===== src/rtl/conv_strip_drain_pkg.sv =====
// Shared constants, state encoding and the saturating requantiser
// for the convolution strip drain.
package conv_strip_drain_pkg;

    localparam int OUT_COLS   = 222;
    localparam int OUT_ROWS   = 28;
    localparam int ACC_W      = 23;
    localparam int ADDR_W     = 13;
    localparam int RD_LATENCY = 3;
    localparam int FIFO_DEPTH = 4;
    localparam int N_RES      = OUT_COLS * OUT_ROWS;
    localparam int BEAT_W     = 8 + 8 + 8 + 1;

    localparam logic [ADDR_W-1:0] LAST_ADDR = ADDR_W'(N_RES - 1);
    localparam logic [7:0]        COL_LAST  = 8'(OUT_COLS - 1);

    localparam logic signed [ACC_W-1:0] SAT_HI = 23'sd127;
    localparam logic signed [ACC_W-1:0] SAT_LO = -23'sd128;

    typedef enum logic [1:0] {
        S_IDLE,
        S_ISSUE,
        S_FLUSH,
        S_DONE
    } state_t;

    typedef struct packed {
        logic       valid;
        logic [7:0] lrow;
        logic [7:0] lcol;
        logic       last;
    } tag_t;

    function automatic logic [7:0] sat8(input logic signed [ACC_W-1:0] s);
        if (s > SAT_HI) begin
            return 8'h7f;
        end else if (s < SAT_LO) begin
            return 8'h80;
        end
        return s[7:0];
    endfunction

endpackage


===== src/rtl/conv_strip_drain_fifo.sv =====
// Small synchronous FIFO buffering requantised beats; a push into a
// full FIFO is accepted when a pop happens in the same cycle.
module drain_fifo #(
    parameter int W     = 25,
    parameter int DEPTH = 4
) (
    input  logic                     clk,
    input  logic                     reset,
    input  logic                     push,
    input  logic [W-1:0]             wdata,
    input  logic                     pop,
    output logic [W-1:0]             rdata,
    output logic                     full,
    output logic                     empty,
    output logic [$clog2(DEPTH):0]   count
);

    localparam int PW = $clog2(DEPTH);

    logic [W-1:0] r_mem [DEPTH];
    logic [PW-1:0] r_wp;
    logic [PW-1:0] r_rp;
    logic [PW:0]   r_cnt;
    logic          w_wr;
    logic          w_rd;

    assign full  = (r_cnt == (PW+1)'(DEPTH));
    assign empty = (r_cnt == '0);
    assign count = r_cnt;
    assign rdata = r_mem[r_rp];

    assign w_rd = pop & ~empty;
    assign w_wr = push & (~full | w_rd);

    always_ff @(posedge clk or posedge reset) begin
        if (reset) begin
            for (int i = 0; i < DEPTH; i++) begin
                r_mem[i] <= '0;
            end
            r_wp  <= '0;
            r_rp  <= '0;
            r_cnt <= '0;
        end else begin
            if (w_wr) begin
                r_mem[r_wp] <= wdata;
                r_wp        <= r_wp + 1'b1;
            end
            if (w_rd) begin
                r_rp <= r_rp + 1'b1;
            end
            r_cnt <= r_cnt + (PW+1)'(w_wr) - (PW+1)'(w_rd);
        end
    end

endmodule


===== src/rtl/conv_strip_drain.sv =====
// Sweeps the conv unit result BRAM after done, requantises each
// accumulator to int8 and streams it out tagged with frame row/col.
module conv_strip_drain
    import conv_strip_drain_pkg::*;
(
    input  logic              clk,
    input  logic              reset,
    input  logic              unit_done,
    input  logic [7:0]        row_base,
    input  logic              relu_en,
    input  logic [4:0]        shift_amt,
    output logic [ADDR_W-1:0] rd_addr,
    input  logic [ACC_W-1:0]  rd_data,
    output logic              m_valid,
    input  logic              m_ready,
    output logic [7:0]        m_data,
    output logic [7:0]        m_row,
    output logic [7:0]        m_col,
    output logic              m_last,
    output logic              busy,
    output logic              drain_done
);

    localparam int CW = $clog2(FIFO_DEPTH) + 1;

    state_t            r_state;
    state_t            w_next;
    logic              r_done_q;
    logic [7:0]        r_row_base;
    logic              r_relu;
    logic [4:0]        r_shift;
    logic [ADDR_W-1:0] r_addr;
    logic [7:0]        r_lrow;
    logic [7:0]        r_lcol;
    tag_t              r_pipe [RD_LATENCY];

    logic              w_start;
    logic              w_issue;
    logic              w_last_addr;
    logic              w_credit;
    logic              w_pop;
    logic [2:0]        w_inflight;
    tag_t              w_tag;
    tag_t              w_tail;

    logic signed [ACC_W-1:0] w_relu_v;
    logic signed [ACC_W-1:0] w_shifted;
    logic [BEAT_W-1:0]       w_wdata;
    logic [BEAT_W-1:0]       w_rdata;
    logic                    w_full;
    logic                    w_empty;
    logic [CW-1:0]           w_count;

    assign w_start     = unit_done & ~r_done_q & (r_state == S_IDLE);
    assign w_last_addr = (r_addr == LAST_ADDR);
    assign w_pop       = m_valid & m_ready;

    always_comb begin
        w_inflight = '0;
        for (int i = 0; i < RD_LATENCY; i++) begin
            w_inflight = w_inflight + 3'(r_pipe[i].valid);
        end
    end

    // Credit counts the beat leaving the FIFO this cycle as already gone.
    assign w_credit = ((4'(w_count) + 4'(w_inflight) - 4'(w_pop))
                       < 4'(FIFO_DEPTH)) & (~w_full | w_pop);
    assign w_issue  = (r_state == S_ISSUE) & w_credit;

    always_comb begin
        w_next = r_state;
        unique case (r_state)
            S_IDLE:  if (w_start) w_next = S_ISSUE;
            S_ISSUE: if (w_issue & w_last_addr) w_next = S_FLUSH;
            S_FLUSH: if ((w_inflight == '0) &
                         (w_empty | ((w_count == CW'(1)) & w_pop)))
                         w_next = S_DONE;
            S_DONE:  w_next = S_IDLE;
            default: w_next = S_IDLE;
        endcase
    end

    always_ff @(posedge clk or posedge reset) begin
        if (reset) begin
            r_state  <= S_IDLE;
            r_done_q <= 1'b1;
        end else begin
            r_state  <= w_next;
            r_done_q <= unit_done;
        end
    end

    always_ff @(posedge clk or posedge reset) begin
        if (reset) begin
            r_row_base <= '0;
            r_relu     <= 1'b0;
            r_shift    <= '0;
            r_addr     <= '0;
            r_lrow     <= '0;
            r_lcol     <= '0;
        end else if (w_start) begin
            r_row_base <= row_base;
            r_relu     <= relu_en;
            r_shift    <= shift_amt;
            r_addr     <= '0;
            r_lrow     <= '0;
            r_lcol     <= '0;
        end else if (w_issue & ~w_last_addr) begin
            r_addr <= r_addr + 1'b1;
            if (r_lcol == COL_LAST) begin
                r_lcol <= '0;
                r_lrow <= r_lrow + 1'b1;
            end else begin
                r_lcol <= r_lcol + 1'b1;
            end
        end
    end

    assign w_tag = '{valid: w_issue, lrow: r_lrow,
                     lcol: r_lcol, last: w_last_addr};

    always_ff @(posedge clk or posedge reset) begin
        if (reset) begin
            for (int i = 0; i < RD_LATENCY; i++) begin
                r_pipe[i] <= '0;
            end
        end else begin
            r_pipe[0] <= w_tag;
            for (int i = 1; i < RD_LATENCY; i++) begin
                r_pipe[i] <= r_pipe[i-1];
            end
        end
    end

    assign w_tail    = r_pipe[RD_LATENCY-1];
    assign w_relu_v  = (r_relu & rd_data[ACC_W-1]) ? '0 : $signed(rd_data);
    assign w_shifted = w_relu_v >>> r_shift;
    assign w_wdata   = {sat8(w_shifted), r_row_base + w_tail.lrow,
                        w_tail.lcol, w_tail.last};

    drain_fifo #(
        .W     (BEAT_W),
        .DEPTH (FIFO_DEPTH)
    ) u_fifo (
        .clk   (clk),
        .reset (reset),
        .push  (w_tail.valid),
        .wdata (w_wdata),
        .pop   (w_pop),
        .rdata (w_rdata),
        .full  (w_full),
        .empty (w_empty),
        .count (w_count)
    );

    assign rd_addr    = r_addr;
    assign m_valid    = ~w_empty;
    assign m_data     = w_rdata[24:17];
    assign m_row      = w_rdata[16:9];
    assign m_col      = w_rdata[8:1];
    assign m_last     = w_rdata[0];
    assign busy       = (r_state != S_IDLE);
    assign drain_done = (r_state == S_DONE);

endmodule


===== config.mk =====
export PLATFORM = sky130hd
export DESIGN_NAME = conv_strip_drain
export DESIGN_NICKNAME = d
export VERILOG_FILES = /design/src/rtl/conv_strip_drain_pkg.sv /design/src/rtl/conv_strip_drain_fifo.sv /design/src/rtl/conv_strip_drain.sv
export SDC_FILE = /design/constraint.sdc
export NUM_CORES = 1
export LEC_CHECK = 0
export CORE_UTILIZATION = 59
export DETAILED_ROUTE_END_ITERATION = 8
export MAX_ROUTING_LAYER = met4
export PLACE_DENSITY = 0.81
export SLEW_MARGIN = 20
export SYNTH_ARGS = -nofsm -noshare
export SYNTH_HDL_FRONTEND = slang
export SYNTH_HIERARCHICAL = 1
export SYNTH_SLANG_ARGS = --single-unit

===== constraint.sdc =====
create_clock -name clk -period 4.5 [get_ports clk]
set_input_delay 0.675 -clock clk [delete_from_list [all_inputs] [get_ports clk]]
set_output_delay 0.675 -clock clk [all_outputs]
set_load 0.1 [all_outputs]

==> impl_results.md <==
- Final slew viol count: 0
- Yosys warns: 6
- First-pass GRT wire length: 37,900 um
- Cts bufs inserted: 22
- Number of global-route vias before repair: 7,223
- Routed wire length: 23,000 um
- Syn Area/Cell: 12.4 um2
- Number of synthesized flops with an enable pin: 0
- Status: finished, final reports clean
- Total number of vias: 7,132
- TritonCTS clock tree: built
- Routed met1 length: 9950 um
- Post-Synth Simple-Gate Area: 0.0970
- Io pins: 82
- H-tree depth: 1
- Cell leakage power: 5.40 nW
- Worst setup SP type: flop
- CTS Hold Bufs: 0
- Post-synthesis xor/xnor area fraction: 0.0249
- Post-synthesis cell count: 850
- Max clock buf depth: 3
- Setup crit end kind: flop
- Setup bufs post-CTS: 0
- Max Clock Skew: 0.0229 ns
- PD cells: 778 nW/um2
- Max-cap violations: 0
- Setup CP Type: reg2reg
- Required time worst endpoint: 4.86 ns
- Critical Path Fanout Max: 12
- Initial antenna violation count: 0
- Hold Path Class: reg2reg
- Count leader, synth: dfrtp_1
- Synth Area in Compound Gates: 0.0808
- Initial drt markers: 642
- Hold Violations, Final: 0
- Ys async rst share: 1.00
- Post-route setup slack: 0.888 ns
- Hpwl dp: 15,100 um
- Vias/cell: 6.11
- Sequential fraction of the synthesis area: 0.492
- Die area: 18,400 um2
- Clk_lat worst skew: 0.51 ns
- Top Layer Used: met4
- Top cells by area, synth: dfrtp_1, mux2_2, mux4_2
- VDD IR-drop max: 0.000968 V
- Site row count: 48
- Gr usage total: 0.273
- Setup Viol. Count Final: 0
- Worst-Margin Slew: 1.02 ns
- Post-layout nets: 997
- Synth Flop Type: dfrtp_1
- Core ar.: 17,400 um2
- Unrepaired setup endpoints after global routing: no
- Starting density of the core: 0.607
- Final std cells w/o fill: 1,168
- Routed len/inst: 19.7 um
- Top cell type's share of synthesized area: 0.489
- Post-layout min period: 3.61 ns
- DR pass1 iterations: 7
- Synthesized flop and latch total: 207
- Routed met2 length: 11,400 um
- Antenna viol nets, final: 0
- Slew headroom: 0.318
- Part of the cycle the worst path needs: 0.803
- Adder-cell area share of the yosys netlist: 0.0354
- # port buffers: 81
- Die H: 136 um
- Syn nets: 919
- Critical path arrival: 3.98 ns
- Wire length on met3: 1280 um
- Synth unique cells: 72
- DRC viols: 0
- Clock-pin slew on the worst setup and hold paths: 0.06 ns
- Total negative setup slack: 0 ns
- RePlAce Congestion: 0.910
- Post-cts resize count: 0
- Share of layout cells above drive strength 1: 0.277
- Setup WS pre-CTS: 0.467 ns
- Final Total Pwr: 0.00947 W
- Root Driver: clkbuf_16
- Placed cells: 1,129
- Fmax: 0.277 GHz
- Yosys top cell by area: dfrtp_1
- Synth Cell Area: 10,500 um2
- Largest family of logic cells by synthesized area: multiplexers
- Total gr overflow: 0
- Layout area overhead: 15.5%
- Largest net degree at the start of global routing: 90
- Diode count: 0
- Die X: 136 um
- Clock net sink count: 207
- Mux share of post-synthesis cell area: 0.231
- Post-synth top cells: dfrtp_1, mux2_2, nand2_1, nor2_1, mux4_2
-- per-layer routing --
| layer | vias up | global-route usage |
|---|---|---|
| met5 | - | - |
| li1 | 3248 | - |
| met2 | 208 | 0.435 |
| met4 | 0 | 0.0599 |
| met3 | 31 | 0.0408 |
| met1 | 3645 | 0.374 |
-- worst paths after layout --
kind                                       from         endpoint  slack, ns  depth (start not counted)
max in group asynchronous                 reset   u_fifo/r_rp[0]       2.93                          3
worst min register to register       r_pipe[43]       r_pipe[25]       0.34                          0
worst min-delay path                 r_pipe[43]       r_pipe[25]       0.34                          0
worst max-delay path            u_fifo/count[1]       rd_addr[9]       0.89                         12
min in group asynchronous                 reset  u_fifo/count[2]       0.69                          2
worst max register to register  u_fifo/count[1]       rd_addr[9]       0.89                         12
-- report_power, final --
part,leakage (nW),total (W),internal [W],switching [W]
clock,0.367,0.00183,0.00110,0.000729
sequential,2.71,0.00301,0.00245,0.000562
combinational,2.32,0.00463,0.00170,0.00293
-- registers in the layout, indices dropped and copies added, names as in the netlist --
register	cells
r_lrow	8
r_shift	5
r_done_q	1
rd_addr	13
r_state	2
u_fifo/r_mem	100
u_fifo/r_rp	2
u_fifo/count	3
r_lcol	8
r_pipe	54
u_fifo/r_wp	2
r_relu	1
r_row_base	8
-- per-stage QoR --
stage,hold WS (ns),instance area (um2),util
after detailed placement,0.335,11400,0.659
after floorplan,0.331,10500,-
final,0.343,12200,0.701
after global routing,0.349,12200,0.701
after CTS,0.347,12200,0.701
after global placement,0.332,11400,0.659
-- final cells by class --
type	instances	area, um2
Tap cell	225	282
Clock inverter	8	105
Clock buffer	31	634
Inverter	39	154
Multi-Input combinational cell	560	4940
Fill cell	1190	5180
Sequential cell	207	5180
Timing Repair Buffer	98	876
-- kinds of logic after synthesis --
family	Yosys count
AOI/OAI and AO/OA	120
xor gates and xnor gates	30
adders and majority gates	28
buffers and inverters	83
DFF	207
muxes	171
and+or+nand+nor	211
-- cells in the final DEF, fill, tap and decap left out, drive strengths merged, types with 6 or more instances in the layout --
master         instances
a211oi                 6
a21oi                 26
buf                   42
clkbuf                31
clkdlybuf4s50         56
dfrtp                206
ha                    25
inv                   40
mux2                 115
mux2i                 11
mux4                  45
nand2                 76
nand2b                 8
nand3                 15
nand4                  7
nor2                  53
nor3                  22
o211ai                 7
o21ai                 32
xnor2                 26
-- worst max-delay path, cell delays in order (launching register included) --
cell and delay [ns]:
dfrtp_1 0.53, nor3_1 0.13, nor2b_1 0.34, ha_1 0.21
inv_1 0.05, ha_1 0.26, nand3b_1 0.12, nand2_1 0.07
nor4_1 0.45, o2111ai_1 0.57, nor4_1 0.51, xnor2_1 0.16
nor2_1 0.06
(Power assumes the default switching activity.)
